File: config.mk
export PLATFORM = sky130hd
export DESIGN_NAME = sram_port_arbiter
export DESIGN_NICKNAME = d
export VERILOG_FILES = /design/src/rtl/cpu_defs.sv /design/src/rtl/resp_id_fifo.sv /design/src/rtl/sram_port_arbiter.sv
export SDC_FILE = /design/constraint.sdc
export NUM_CORES = 1
export LEC_CHECK = 0
export BUFFER_PORTS_ARGS = -buffer_cell sky130_fd_sc_hd__buf_2
export CORE_AREA = 10 10 101 103
export DETAILED_ROUTE_END_ITERATION = 6
export DIE_AREA = 0 0 111 113
export PLACE_DENSITY = 0.61
export SLEW_MARGIN = 10
export SYNTH_ARGS = -nofsm -noshare
export SYNTH_HDL_FRONTEND = slang
export SYNTH_SLANG_ARGS = --single-unit
File: constraint.sdc
create_clock -name clk -period 4.7 [get_ports clk]
set_input_delay 0.47 -clock clk [delete_from_list [all_inputs] [get_ports clk]]
set_output_delay 0.47 -clock clk [all_outputs]
set_load 0.05 [all_outputs]
File: src/rtl/cpu_defs.sv
// Shared CPU-side definitions: SRAM transfer size codes, requester IDs and the
// lock states used by the memory-port arbiter.
package cpu_defs;

  localparam logic [1:0] SZ_B = 2'd0;
  localparam logic [1:0] SZ_H = 2'd1;
  localparam logic [1:0] SZ_W = 2'd2;

  typedef enum logic {
    ID_INST = 1'b0,
    ID_DATA = 1'b1
  } req_id_e;

  // A stalled address phase pins the grant to one requester until it completes or withdraws.
  typedef enum logic [1:0] {
    LK_NONE = 2'd0,
    LK_INST = 2'd1,
    LK_DATA = 2'd2
  } lock_e;

  function automatic lock_e lock_of(req_id_e id);
    return (id == ID_DATA) ? LK_DATA : LK_INST;
  endfunction

endpackage

File: src/rtl/resp_id_fifo.sv
// In-order record of which requester owns each in-flight transaction.
// Push and pop may coincide even when full; the slot being read is freed as the new ID lands.
module resp_id_fifo
  import cpu_defs::*;
#(
  parameter int DEPTH = 2
) (
  input  logic    clk,
  input  logic    resetn,
  input  logic    i_push,
  input  req_id_e i_push_id,
  input  logic    i_pop,
  output logic    o_full,
  output logic    o_empty,
  output req_id_e o_head
);

  localparam int PW = $clog2(DEPTH);
  localparam int CW = PW + 1;

  logic [DEPTH-1:0] r_mem;
  logic [PW-1:0]    r_wr_ptr;
  logic [PW-1:0]    r_rd_ptr;
  logic [CW-1:0]    r_count;

  logic w_push;
  logic w_pop;

  assign o_full  = (r_count == CW'(DEPTH));
  assign o_empty = (r_count == '0);
  assign o_head  = req_id_e'(r_mem[r_rd_ptr]);

  assign w_pop  = i_pop & ~o_empty;
  assign w_push = i_push & (~o_full | w_pop);

  always_ff @(posedge clk or negedge resetn) begin
    if (!resetn) begin
      r_mem    <= '0;
      r_wr_ptr <= '0;
      r_rd_ptr <= '0;
      r_count  <= '0;
    end else begin
      if (w_push) begin
        r_mem[r_wr_ptr] <= i_push_id;
        r_wr_ptr        <= r_wr_ptr + PW'(1);
      end
      if (w_pop) begin
        r_rd_ptr <= r_rd_ptr + PW'(1);
      end
      case ({w_push, w_pop})
        2'b10:   r_count <= r_count + CW'(1);
        2'b01:   r_count <= r_count - CW'(1);
        default: r_count <= r_count;
      endcase
    end
  end

endmodule

File: src/rtl/sram_port_arbiter.sv
// Shares one SRAM-like port between inst fetch (I) and data (D) requesters, data first,
// and steers in-order responses back to whichever side issued each transaction.
module sram_port_arbiter
  import cpu_defs::*;
#(
  parameter int MAX_OUT = 2,
  parameter int ADDR_W  = 32,
  parameter int DATA_W  = 32
) (
  input  logic                clk,
  input  logic                resetn,
  // inst port
  input  logic                i_req,
  input  logic [ADDR_W-1:0]   i_addr,
  output logic                i_addr_ok,
  output logic                i_data_ok,
  output logic [DATA_W-1:0]   i_rdata,
  // data port
  input  logic                d_req,
  input  logic                d_wr,
  input  logic [1:0]          d_size,
  input  logic [DATA_W/8-1:0] d_wstrb,
  input  logic [ADDR_W-1:0]   d_addr,
  input  logic [DATA_W-1:0]   d_wdata,
  output logic                d_addr_ok,
  output logic                d_data_ok,
  output logic [DATA_W-1:0]   d_rdata,
  // downstream port
  output logic                m_req,
  output logic                m_wr,
  output logic [1:0]          m_size,
  output logic [DATA_W/8-1:0] m_wstrb,
  output logic [ADDR_W-1:0]   m_addr,
  output logic [DATA_W-1:0]   m_wdata,
  input  logic                m_addr_ok,
  input  logic                m_data_ok,
  input  logic [DATA_W-1:0]   m_rdata
);

  lock_e   r_lock;
  lock_e   w_lock_nxt;
  req_id_e w_gnt_id;
  req_id_e w_head_id;
  logic    w_gnt_req;
  logic    w_full;
  logic    w_empty;
  logic    w_full_block;
  logic    w_hs;
  logic    w_rsp;

  // Lock state register
  always_ff @(posedge clk or negedge resetn) begin
    if (!resetn) r_lock <= LK_NONE;
    else         r_lock <= w_lock_nxt;
  end

  // Grant selection and lock next-state
  always_comb begin
    w_lock_nxt = r_lock;
    w_gnt_id   = d_req ? ID_DATA : ID_INST;
    case (r_lock)
      LK_INST: w_gnt_id = ID_INST;
      LK_DATA: w_gnt_id = ID_DATA;
      default: ;
    endcase
    w_gnt_req = (w_gnt_id == ID_DATA) ? d_req : i_req;

    if (w_hs)                          w_lock_nxt = LK_NONE;
    else if (m_req)                    w_lock_nxt = lock_of(w_gnt_id);
    else if (!w_gnt_req)               w_lock_nxt = LK_NONE;
  end

  // A same-cycle response frees a slot, so full only blocks when nothing is returning.
  assign w_full_block = w_full & ~m_data_ok;
  assign m_req        = w_gnt_req & ~w_full_block & resetn;
  assign w_hs         = m_req & m_addr_ok;

  assign i_addr_ok = w_hs & (w_gnt_id == ID_INST);
  assign d_addr_ok = w_hs & (w_gnt_id == ID_DATA);

  // Inst side is a fixed word read.
  always_comb begin
    m_wr    = 1'b0;
    m_size  = SZ_W;
    m_wstrb = '0;
    m_addr  = i_addr;
    m_wdata = '0;
    if (w_gnt_id == ID_DATA) begin
      m_wr    = d_wr;
      m_size  = d_size;
      m_wstrb = d_wstrb;
      m_addr  = d_addr;
      m_wdata = d_wdata;
    end
  end

  resp_id_fifo #(
    .DEPTH (MAX_OUT)
  ) u_id_fifo (
    .clk       (clk),
    .resetn    (resetn),
    .i_push    (w_hs),
    .i_push_id (w_gnt_id),
    .i_pop     (m_data_ok),
    .o_full    (w_full),
    .o_empty   (w_empty),
    .o_head    (w_head_id)
  );

  // A response with nothing outstanding is dropped.
  assign w_rsp     = m_data_ok & ~w_empty;
  assign i_data_ok = w_rsp & (w_head_id == ID_INST);
  assign d_data_ok = w_rsp & (w_head_id == ID_DATA);
  assign i_rdata   = m_rdata;
  assign d_rdata   = m_rdata;

endmodule

# Word level (Yosys, flattened, before mapping)

Cells that the tools add are included.

Mux-type cells: 18
Bitwise logic cells: 17
Reduce and logical (&&, ||, !) cells: 3
Eq/ne operators: 6
$add $sub $neg: 4
$lt $le $gt $ge: 3

Operators with widths:

| operator                                                    | count |
|---|---|
| two-way mux 32 bit                                          | 2 |
| AND 1 bit                                                   | 10 |
| two-way mux 2 bit                                           | 5 |
| equality test 2 bit (second input constant)                 | 3 |
| two-way mux 1 bit                                           | 6 |
| inverter 1 bit                                              | 6 |
| equality test 2 x 1 -> 1 bit (second input constant)        | 2 |
| less-than comparator 1 x 2 -> 1 bit (second input constant) | 2 |
| two-way mux 4 bit                                           | 1 |
| case mux 2 bit (2 select lines)                             | 1 |
| inequality test 3 x 2 -> 1 bit (second input constant)      | 1 |
| adder 1 bit (second input constant)                         | 2 |
| adder 2 x 1 -> 2 bit (second input constant)                | 1 |
| bitwise mux 2 bit                                           | 1 |
| logical NOT 2 bit                                           | 1 |
| case mux 1 bit (2 select lines)                             | 1 |
| nonzero test 2 bit                                          | 1 |
| subtractor 2 x 1 -> 2 bit (second input constant)           | 1 |
| demux 1 bit (select 1 bit)                                  | 1 |
| >= comparator 1 bit (second input constant)                 | 1 |
| logical AND 1 bit                                           | 1 |
| bitwise OR 1 bit                                            | 1 |

Bits of input ports: 141
Word-level logic and storage cells: 56
Flip-flop bits (word level): 8
Output and inout port bits: 140

# Logic depth before layout (Yosys ltp)

Gate-level depths: netlist (run 1).

Depth after elaboration: 9
Mapped depth: 10
Depth with buffers taken out: 10

# Hierarchy

A second synthesis (run 1) with hierarchy kept.

Cells, all modules: 258
Area total of the unflattened synthesis: 1616.6 um^2

Modules (own cells, without submodules):

| module            | instances | cells an instance | sequential area each (um^2) | area an instance (um^2) |
|---|---|---|---|---|
| sram_port_arbiter | 1         | 233               | 50.0                        | 1322.5 |
| resp_id_fifo      | 1         | 25                | 150.1                       | 294.0 |

# Worst setup path before layout (run 1)

Ideal clock, no wire load.

Path kind: register to output
From: reg r_lock[1]
To: out d_addr_ok
Cell stages (with the launch flop): 7
Arrival time: 2297 ps
Data required time: 4230 ps
Buffers on the path: 1
Path slack: 1933 ps
Cells stage by stage: dfrtp_1 > ha_1 > nand2b_1 > a21oi_1 > or2_0 > buf_2 > nor3_1

Cells in the longest elaborated chain, start to end: 7
Elaborated cells between the ends (all ways): 8
Classes of those cells: eq/ne (2); mux (2); bitwise (4)

RTL lines:

| item                                                                       | RTL line                | text |
|---|---|---|
| start, declared                                                            | sram_port_arbiter.sv:40 | `lock_e r_lock;` |
| start signal, assigned                                                     | sram_port_arbiter.sv:54 | `else r_lock <= w_lock_nxt;` |
| equality test 2 bit / equality test 2 x 1 -> 1 bit (equally long branches) | sram_port_arbiter.sv:61 | `case (r_lock)` |
| case mux 1 bit (2 select lines) *                                          | sram_port_arbiter.sv:61 |  |
| two-way mux 1 bit                                                          | sram_port_arbiter.sv:66 | `w_gnt_req = (w_gnt_id == ID_DATA) ? d_req : i_req;` |
| AND 1 bit (2 in series)                                                    | sram_port_arbiter.sv:75 | `assign m_req = w_gnt_req & ~w_full_block & resetn;` |
| AND 1 bit                                                                  | sram_port_arbiter.sv:76 | `assign w_hs = m_req & m_addr_ok;` |
| AND 1 bit *                                                                | sram_port_arbiter.sv:79 | `assign d_addr_ok = w_hs & (w_gnt_id == ID_DATA);` |
| end, declared                                                              | sram_port_arbiter.sv:25 | `output logic d_addr_ok,` |

Mark *: on every way between the ends. The rest lies on a longest branch, timed or not.

# Worst setup path after layout (run 1)

From: reg r_lock[1]
To: out m_addr[21]

Cells in the longest elaborated chain, start to end: 3
Elaborated cells between the ends (all ways): 4
Classes of those cells: eq/ne (2); mux (2)

RTL lines:

| item                                                                       | RTL line                | text |
|---|---|---|
| equality test 2 bit / equality test 2 x 1 -> 1 bit (equally long branches) | sram_port_arbiter.sv:61 |  |
| case mux 1 bit (2 select lines) *                                          | sram_port_arbiter.sv:61 |  |
| two-way mux 32 bit *                                                       | sram_port_arbiter.sv:88 | `if (w_gnt_id == ID_DATA) begin` |
| end, declared                                                              | sram_port_arbiter.sv:33 | `output logic [ADDR_W-1:0] m_addr,` |

Marks and branches as above.

==> results of run 1 <==
[state kept, by name, indices dropped and copies added (netlist names)]
signal and count:
u_id_fifo.r_wr_ptr 1, u_id_fifo.r_rd_ptr 1, r_lock 2, u_id_fifo.r_count 2, u_id_fifo.r_mem 2
[worst paths after layout]
path	cells after the start	slack (ns)	endpoint	start
setup / recovery	5	1.48	m_addr[21]	r_lock[1]
hold / removal	1	0.1	u_id_fifo.r_mem[1]	resetn
setup reg to reg	6	2.42	r_lock[1]	r_lock[1]
hold reg to reg	1	0.48	u_id_fifo.r_count[1]	u_id_fifo.r_count[1]
max in group asynchronous	1	4.41	u_id_fifo.r_mem[0]	resetn
min in group clk	1	0.48	u_id_fifo.r_count[1]	u_id_fifo.r_count[1]
[layout make-up]
| class | count | area (sq um) |
|---|---|---|
| clock buffers | 3 | 41.3 |
| fillers | 891 | 5940 |
| flip-flops and latches | 8 | 200 |
| multi-input cells | 106 | 871 |
| repair buffers | 185 | 941 |
| inverters | 3 | 11.3 |
| well taps | 105 | 131 |
[cell families (layout without fill, tap and decap cells)]
kind of cell    count (synthesis)  in the layout  synth area share (%)
buf+inv                        76            191                  33.6
simple gates                   57             57                  21.6
mux                            35             35                  24.5
flops                           8              8                  12.5
compound gates                  7              7                  3.45
xor+xnor                        5              5                  2.75
fa+ha+maj                       2              2                  1.57
[cell usage in the layout (no fill, tap or decap), types with 2 or more instances in the layout]
cell type	count
a21oi_1	2
buf_2	184
clkbuf_8	3
dfrtp_1	8
ha_1	2
inv_1	3
mux2_1	32
mux2i_1	2
nand2_1	2
nor2_1	5
nor2b_1	39
nor3_1	2
o31ai_1	2
xnor2_1	3
xor2_1	2
[routing by layer]
layer,routed length [um],track usage (%),vias up
li1,-,-,788
met2,3220,16.2,120
met4,110,3.13,0
met5,0,0,-
met1,2670,11.0,707
met3,665,3.54,21
[worst max-delay path: cells and delay by family (launching register included)]
family | cells | cell delay (ns)
fa+ha+maj | 1 | 0.36
buf+inv | 2 | 0.55
flops | 1 | 0.37
mux | 2 | 1.19
[stage by stage]
step	setup WS (ns)	power, W	hold WS, ns	instances	util, %
after floorplan	1.93	0.000883	0.174	190	-
after global routing	1.27	0.00107	0.113	410	27.0
after global placement	1.70	0.000932	0.345	407	26.5
after detailed placement	1.64	0.000938	0.346	407	26.5
final	1.48	0.00101	0.0975	410	27.0
after CTS	1.39	0.00103	0.0973	410	27.0
[power groups by stage]
| stage | sequential, W | combinational [W] | clock, W |
|---|---|---|---|
| 4_1_cts | 0.000125 | 0.000816 | 0.0000856 |
| 3_5_place_dp | 0.000126 | 0.000812 | 0 |
| 6_report | 0.000125 | 0.000801 | 0.0000836 |
| 2_1_floorplan | 0.000119 | 0.000764 | 0 |
| 5_1_grt | 0.000129 | 0.000850 | 0.0000885 |
| 3_3_place_gp | 0.000125 | 0.000807 | 0 |
[cells in the mapped netlist]
master and instances:
buf_2 9, a21oi_1 2, dfrtp_1 8, buf_4 64, nand3_1 1, o41ai_1 1
or3b_1 1, ha_1 2, mux2_1 32, nor2b_1 39, nand2_1 2, inv_1 3
o21ai_0 1, mux2i_1 3, o41ai_2 1, and2_1 1, nor2_1 5, nor3_2 1
xor2_1 2, nand4_1 1, nand2b_1 1, xnor2_1 3, or2_0 1, nor3_1 2
or2_2 1, nand4b_1 1, o31ai_1 2
==> run summary, run 1 <==
Status -> finished, final reports clean
Via count -> 1636
Period utilization -> 68.4%
FP Rows -> 33
Net Count, Synth -> 333
Max Cap Viol -> 0
Hold buffers post-CTS -> 0
CP Data Arrival Time -> 2.75 ns
Post-synth top area share -> 30.1%
Largest net degree at the start of global routing -> 49
Tot GR Track Use -> 9.60%
ANT cells -> 0
Leak -> 1.22 nW
DRC Markers -> 0
Startpoint types -> flip-flop
Die Wd -> 111 um
Number of synthesis warnings -> 0
Clock insertion delay at the later pin of the skew report -> 0.23 ns
Clock network power share -> 8.3%
Final hold vios -> 0
F_max -> 311 MHz
WL/cell -> 16.2 um
Delay of the slowest critical-path stage -> 0.80 ns
Core footprint -> 8130 sq um
Avg Inst Size Synth -> 8.40 sq um
Initial DRC Count -> 54
Min cycle time layout -> 3.22 ns
Initial DRT Pass Iterations -> 4
Worst min path class -> in -> async
Setup TNS -> 0 ns
Nets -> 450
Sw power -> 0.000631 W
Worst-path fanout max -> 48
# resized after CTS -> 0
Max-slew violations -> 0
Unrepaired setup endpoints after global routing -> no
Cell variety after synth -> 27
CTS buffer count -> 3
Die area -> 12500 sq um
Design area -> 2200 sq um
Synth area leader -> buf_4
Power per cell area -> 460 nW/um^2
Worst endpoint required time -> 4.23 ns
Number of port buffers -> 184
Initial core utilization -> 19.6%
Flops & latches, synth -> 8
Routed wire length -> 6660 um
Setup CP Type -> reg -> out
H-tree levels -> 1
Worst-Margin Slew -> 0.927 ns
Slowest cell on crit path -> mux2i_4
Maximum clock insertion buffer count -> 2
Initial antenna violation count -> 0
Syn Inst Count -> 190
Placed inst area -> 2150 sq um
Switching part of the total -> 62.5%
Root buf cell -> clkbuf_8
DP Wirelength -> 5970 um
Vias in the first global route -> 1807
Critical Path Sink Type -> output pin
Via/cell ratio -> 3.99
Clock skew -> 0.000718 ns
Layout cells sized above 1 -> 63.0%
First-pass GRT wire length -> 10100 um
Post CTS Setup Buffer Count -> 0
Setup violators final -> 0
Combinational share of power -> 79.3%
Die height -> 113 um
Routability cong. -> 0.817
Clock slew at reported path FFs -> 0.04 ns
Synth Cell Area -> 1600 sq um
Global route total overflow -> 0
P_int -> 0.000379 W
DRT antenna net count -> 0
Clock sinks -> 8
CTS tree -> done
# IOs -> 281
VDD IR max -> 0.000197 V
Register area share after synthesis -> 12.5%
Area Overhead vs Synth -> 37.6%
Sequential share of power -> 12.4%
Top post-synthesis cells by area -> buf_4 (30%), mux2_1 (23%), nor2b_1 (15%)
Cell Chain, Critical Path -> ha_1 > mux2i_4 > buf_12 > mux2_1 > buf_2
Worst rel slew slack -> 36.9%
Power figures use the tool's default switching activity.
==> inputs of run 2 (changes only) <==
--- a/config.mk
+++ b/config.mk
@@ -6,10 +6,10 @@
 export NUM_CORES = 1
 export LEC_CHECK = 0
 export BUFFER_PORTS_ARGS = -buffer_cell sky130_fd_sc_hd__buf_2
-export CORE_AREA = 10 10 101 103
+export CORE_AREA = 10 10 102 104
 export DETAILED_ROUTE_END_ITERATION = 6
-export DIE_AREA = 0 0 111 113
-export PLACE_DENSITY = 0.61
+export DIE_AREA = 0 0 112 114
+export PLACE_DENSITY = 0.6
 export SLEW_MARGIN = 10
 export SYNTH_ARGS = -nofsm -noshare
 export SYNTH_HDL_FRONTEND = slang
==> constraint.sdc (replaced) <==
create_clock -name clk -period 3.05 [get_ports clk]
set_input_delay 0.305 -clock clk [delete_from_list [all_inputs] [get_ports clk]]
set_output_delay 0.305 -clock clk [all_outputs]
set_load 0.05 [all_outputs]
==> run summary, run 2 (synthesis results as in run 1) <==
Post CTS Setup Buffer Count -> 0 (unchanged)
VDD IR max -> 0.000319 V (+61%)
DP Wirelength -> 5900 um (-1.3%)
Tot GR Track Use -> 9.10% (-0.50 points)
Sequential share of power -> 12.5% (about the same)
Global route total overflow -> 0 (unchanged)
PnR worst setup slack -> 0.461 ns (-1.02 ns)
ANT cells -> 0 (unchanged)
Regs by FF count -> r_lock: 2 flops, u_id_fifo.r_count: 2 flops, u_id_fifo.r_mem: 2 flops
Switching part of the total -> 62.6% (+0.11 points)
Root buf cell -> clkbuf_8
Maximum clock insertion buffer count -> 2 (unchanged)
Vias in the first global route -> 1768 (-2.2%)
Largest net degree at the start of global routing -> 41 (-16%)
Fillers -> 945 (+6.1%)
Initial DRT Pass Iterations -> 4 (unchanged)
Worst min path class -> in -> reg
Cell Chain, Critical Path -> ha_1 > mux2i_4 > buf_4 > mux2_1 > buf_2
Delay of the slowest critical-path stage -> 0.40 ns (-0.40 ns)
Clock insertion delay at the later pin of the skew report -> 0.23 ns (about the same)
CTS buffer count -> 3 (unchanged)
Die height -> 114 um (+0.88%)
Routed wire length -> 6560 um (-1.6%)
# IOs -> 281 (unchanged)
Cell count after placement -> 411 (+0.98%)
CTS tree -> done
Via count -> 1644 (+0.49%)
Clock skew -> 0.00362 ns (+0.00290 ns)
Initial antenna violation count -> 0 (unchanged)
Via/cell ratio -> 3.96 (-0.72%)
Setup CP Type -> reg -> out
Commonest non-fill, non-tap cell in the layout -> buf_2
Routability cong. -> 0.774 (-5.2%)
Worst endpoint required time -> 2.74 ns (-1.49 ns)
P_int -> 0.000580 W (+53%)
DRT antenna net count -> 0 (unchanged)
Finished Layout Cells -> 415 (+1.2%)
Max Cap Viol -> 0 (unchanged)
Initial core utilization -> 18.8% (-0.77 points)
Startpoint types -> flip-flop
Setup violators final -> 0 (unchanged)
Pre-CTS WS -> 0.717 ns (-0.923 ns)
DRC Markers -> 0 (unchanged)
H-tree levels -> 1 (unchanged)
Unrepaired setup endpoints after global routing -> no
Critical Path Sink Type -> output pin
Period utilization -> 84.9%
Nets -> 452 (+0.44%)
Clock sinks -> 8 (unchanged)
Die area -> 12800 sq um (+1.8%)
Die Wd -> 112 um (+0.90%)
Max-slew violations -> 0 (unchanged)
Hold buffers post-CTS -> 1 (+1)
CP Data Arrival Time -> 2.28 ns (-0.47 ns)
Clock slew at reported path FFs -> 0.04 ns (about the same)
FP Rows -> 34 (+3.0%)
Layout cells sized above 1 -> 62.9% (-0.084 points)
Core footprint -> 8470 sq um (+4.1%)
Number of port buffers -> 184 (unchanged)
Worst-path fanout max -> 37 (-23%)
Setup TNS -> 0 ns (unchanged)
Sw power -> 0.000970 W (+54%)
Final hold vios -> 0 (unchanged)
F_max -> 386 MHz
Min cycle time layout -> 2.59 ns
First-pass GRT wire length -> 9820 um (-2.9%)
Combinational share of power -> 79.1% (-0.2 points)
Final Util -> 26.0% (-0.95 points)
Area Overhead vs Synth -> 38.2%
Clock network power share -> 8.4% (about the same)
Worst-Margin Slew -> 0.486 ns (-0.441 ns)
Commonest cells after routing, fill and taps aside -> buf_2 (184), nor2b_1 (39), mux2_1 (32), dfrtp_1 (8), nor2_1 (5)
WL/cell -> 15.8 um (-2.8%)
# resized after CTS -> 0 (unchanged)
Worst rel slew slack -> 67.2% (+30 points)
Slowest cell on crit path -> buf_4
Status -> finished, final reports clean
Initial DRC Count -> 44 (-19%)
Power per cell area -> 703 nW/um^2 (+53%)
Leak -> 1.22 nW (+0.32%)
run 2: final timing paths:
kind	startpoint	depth (start not counted)	end	slack, ns
min in group asynchronous	resetn	2	u_id_fifo.r_mem[0]	0.48
hold reg to reg	u_id_fifo.r_count[1]	1	u_id_fifo.r_count[1]	0.48
setup / recovery	r_lock[1]	5	m_addr[16]	0.46
hold / removal	m_addr_ok	3	r_lock[0]	0.41
setup reg to reg	r_lock[0]	9	u_id_fifo.r_count[1]	0.98
max in group asynchronous	resetn	2	u_id_fifo.r_rd_ptr	2.36
run 2: metal layers:
metal,up-vias,global-route usage [%],share of wire (%)
met5,-,0,0
met4,0,2.45,1.4
met3,18,4.25,12
met2,123,17.2,53
met1,711,8.65,34
li1,792,-,-
run 2: final cells by class:
type	count	area, sq um	share of cell area (%)
sequential	8	200	9.08
multi-input combinational	106	871	39.5
clock buffer	3	41.3	1.87
timing repair buffer	187	946	42.9
inverter	3	11.3	0.511
tap	108	135	6.13
run 2: per-stage QoR:
stage               hold WS, ns  cell area (sq um)  power [W]
floorplan               0.00941               1600    0.00136
global placement          0.180               2150    0.00142
detailed placement        0.192               2150    0.00143
CTS                       0.402               2200    0.00157
global route              0.421               2200    0.00164
finish                    0.405               2200    0.00155
run 2: power groups by stage:
| stage | combinational [W] | clock, W | sequential, W |
|---|---|---|---|
| 2_1_floorplan | 0.00118 | 0 | 0.000184 |
| 3_3_place_gp | 0.00122 | 0 | 0.000193 |
| 3_5_place_dp | 0.00124 | 0 | 0.000196 |
| 4_1_cts | 0.00124 | 0.000132 | 0.000195 |
| 5_1_grt | 0.00130 | 0.000139 | 0.000201 |
| 6_report | 0.00123 | 0.000131 | 0.000194 |
run 2: critical path, delay by kind of cell, from the launching register on:
kind / cells / cell delay [ns]
adders and majority gates: 1 / 0.38
DFF: 1 / 0.39
buffers and inverters: 2 / 0.62
muxes: 2 / 0.64
==> inputs of run 3 (changes only) <==
--- a/config.mk
+++ b/config.mk
@@ -5,11 +5,12 @@
 export SDC_FILE = /design/constraint.sdc
 export NUM_CORES = 1
 export LEC_CHECK = 0
+export ABC_AREA = 1
 export BUFFER_PORTS_ARGS = -buffer_cell sky130_fd_sc_hd__buf_2
-export CORE_AREA = 10 10 102 104
+export CORE_AREA = 10 10 101 103
 export DETAILED_ROUTE_END_ITERATION = 6
-export DIE_AREA = 0 0 112 114
-export PLACE_DENSITY = 0.6
+export DIE_AREA = 0 0 111 113
+export PLACE_DENSITY = 0.65
 export SLEW_MARGIN = 10
 export SYNTH_ARGS = -nofsm -noshare
 export SYNTH_HDL_FRONTEND = slang
==> constraint.sdc (replaced) <==
create_clock -name clk -period 2.35 [get_ports clk]
set_input_delay 0.235 -clock clk [delete_from_list [all_inputs] [get_ports clk]]
set_output_delay 0.235 -clock clk [all_outputs]
set_load 0.05 [all_outputs]
==> run summary, run 3 <==
FP Rows -> 33 (-2.9%)
Largest net degree at the start of global routing -> 74 (+80%)
Number of synthesis warnings -> 0 (unchanged)
Flops & latches, synth -> 8 (unchanged)
Routability cong. -> 0.786 (+1.5%)
Final hold vios -> 0 (unchanged)
Via count -> 2141 (+30%)
CTS tree -> done
Worst-path fanout max -> 26 (-30%)
Leak -> 1.67 nW (+37%)
Net Count, Synth -> 454 (+36%)
Commonest cells after routing, fill and taps aside -> buf_2 (184), nand2_1 (106), inv_1 (48), nor2_1 (41), dfrtp_1 (8)
Via/cell ratio -> 4.03 (+1.8%)
Layout cells sized above 1 -> 47.2% (-16 points)
Max Cap Viol -> 0 (unchanged)
M3 GR Usage -> 7.45% (+3.2 points)
Asr flop ratio synth -> 100% (unchanged)
Syn Inst Count -> 311 (+64%)
VDD IR max -> 0.000611 V (+92%)
P_int -> 0.000701 W (+21%)
DP Wirelength -> 7030 um (+19%)
Combinational share of power -> 80.9% (+1.8 points)
Post-synth EDFFs -> 0 (unchanged)
Synth Cell Area -> 1730 sq um (+8.7%)
Setup violators final -> 0 (unchanged)
Sw power -> 0.00141 W (+46%)
Avg Inst Size Synth -> 5.58 sq um (-34%)
Maximum clock insertion buffer count -> 2 (unchanged)
Root buf cell -> clkbuf_8
Commonest non-fill, non-tap cell in the layout -> buf_2
F_max -> 453 MHz
Area occupied by multi-input gates -> 782 sq um (-10%)
GR Layer Usage met2 -> 19.3% (+2.1 points)
Clock slew at reported path FFs -> 0.04 ns (about the same)
CTS buffer count -> 3 (unchanged)
Vias in the first global route -> 2281 (+29%)
Clock skew -> 0.00505 ns (+0.00143 ns)
Fillers -> 970 (+2.6%)
Tot GR Track Use -> 11.8% (+2.7 points)
Clock insertion delay at the later pin of the skew report -> 0.23 ns (about the same)
Initial core utilization -> 21.3% (+2.5 points)
Die height -> 113 um (-0.88%)
Clock network power share -> 7.6% (-0.8 points)
Worst min path class -> in -> reg
Setup TNS -> 0 ns (unchanged)
Worst rel slew slack -> 79.8% (+13 points)
R2r setup slk -> 0.30 ns (-0.68 ns)
Power per cell area -> 916 nW/um^2 (+30%)
Min cycle time layout -> 2.21 ns
Area Overhead vs Synth -> 33.1%
Worst endpoint required time -> 2.12 ns (-0.62 ns)
CP Data Arrival Time -> 1.97 ns (-0.31 ns)
Initial DRT Pass Iterations -> 5 (+1)
Max-slew violations -> 0 (unchanged)
Clock sinks -> 8 (unchanged)
Most frequent cells after synthesis -> nand2_1 (106), buf_4 (69), inv_1 (48)
Core footprint -> 8130 sq um (-3.9%)
Regs by FF count -> r_lock: 2 flops, u_id_fifo.r_count: 2 flops, u_id_fifo.r_mem: 2 flops
ANT cells -> 0 (unchanged)
# IOs -> 281 (unchanged)
Period utilization -> 94.0%
Nets -> 571 (+26%)
Die Wd -> 111 um (-0.89%)
Most used routing layer -> met2
Status -> finished, final reports clean
Startpoint types -> flip-flop
Synth area leader -> buf_4
DRT antenna net count -> 0 (unchanged)
Post CTS Setup Buffer Count -> 0 (unchanged)
Unrepaired setup endpoints after global routing -> no
H-tree levels -> 1 (unchanged)
Sequential cell area -> 200 sq um (unchanged)
Finished Layout Cells -> 531 (+28%)
Initial DRC Count -> 107 (+140%)
Routed wire length -> 7920 um (+21%)
Setup CP Type -> reg -> out
Cell count after placement -> 527 (+28%)
Register area share after synthesis -> 11.5% (-1.0 points)
Critical Path Sink Type -> output pin
Most common cell in the synthesized netlist -> nand2_1
Switching part of the total -> 66.8% (+4.3 points)
Met1 usage -> 12.3% (+3.6 points)
First-pass GRT wire length -> 12400 um (+26%)
Initial antenna violation count -> 0 (unchanged)
Post-synth top area share -> 29.9% (-0.25 points)
Die area -> 12500 sq um (-1.8%)
Top post-synthesis cells by area -> buf_4 (30%), nand2_1 (23%), dfrtp_1 (12%)
Sequential share of power -> 11.5% (-1.0 points)
Cell variety after synth -> 23 (-15%)
WL/cell -> 14.9 um (-5.5%)
Worst-Margin Slew -> 0.304 ns (-0.182 ns)
Number of port buffers -> 184 (unchanged)
Global route total overflow -> 0 (unchanged)
DRC Markers -> 0 (unchanged)
Dominant synthesized flop cell -> dfrtp_1
## run 3: area by class of cell
class | count | share of cell area, %
timing repair buffer | 186 | 41.0
inverter | 51 | 9.00
sequential | 8 | 8.67
tap | 105 | 5.69
clock buffer | 3 | 1.79
multi-input combinational | 178 | 33.9
## run 3: routing by layer
metal | part of all wire, % | wire length [um] | up-vias
li1 | - | - | 1065
met1 | 36 | 2840 | 913
met2 | 46 | 3640 | 135
met3 | 16 | 1240 | 28
met4 | 2.5 | 196 | 0
met5 | 0 | 0 | -
## run 3: worst max-delay path: stages, from the launching register on
cell and delay (ns):
dfrtp_1 0.34, inv_1 0.05, ha_1 0.33, inv_2 0.09, nand2_4 0.06, nand2_4 0.20, buf_8 0.22, nand2_1 0.07
nand2_1 0.09, buf_2 0.26
## run 3: stage by stage
| step | util [%] | instance area, sq um | hold WS (ns) | setup WS [ns] | power (W) |
|---|---|---|---|---|---|
| floorplan | - | 1730 | -0.0606 | 0.0726 | 0.00185 |
| global placement | 27.5 | 2240 | 0.0955 | 0.276 | 0.00194 |
| detailed placement | 27.5 | 2240 | 0.0967 | 0.214 | 0.00196 |
| CTS | 28.2 | 2290 | 0.349 | 0.0434 | 0.00213 |
| global route | 28.4 | 2310 | 0.371 | 0.00323 | 0.00228 |
| finish | 28.4 | 2310 | 0.354 | 0.141 | 0.00212 |
## run 3: path summary, 6_finish.rpt
check,from,cells past startpoint,endpoint
max reg2reg,r_lock[0],12,u_id_fifo.r_count[1]
min in group asynchronous,resetn,2,u_id_fifo.r_count[1]
min,m_addr_ok,3,u_id_fifo.r_mem[1]
max in group asynchronous,resetn,2,u_id_fifo.r_count[0]
max,r_lock[0],9,m_addr[0]
min reg2reg,u_id_fifo.r_mem[1],2,u_id_fifo.r_mem[1]
## run 3: cell families after synthesis
logic type,share of synthesized area [%]
buf+inv,43.4
flops,11.5
xor+xnor,1.52
simple gates,40.7
compound gates,1.44
fa+ha+maj,1.44
## run 3: power by group through the flow
stage	logic, W	registers [W]	clock network, W
detailed placement	0.00172	0.000245	0
global route	0.00185	0.000250	0.000177
CTS	0.00173	0.000243	0.000167
finish	0.00171	0.000242	0.000162
floorplan	0.00162	0.000235	0
global placement	0.00170	0.000240	0
## run 3: what timing repair did
action,4_1_cts,5_1_grt
endpoints found under the setup margin,4,32
resized for setup,1,4
hold buffers,1,0
hold endpoints to repair,8,0
gates cloned,0,0
pin swaps,0,0
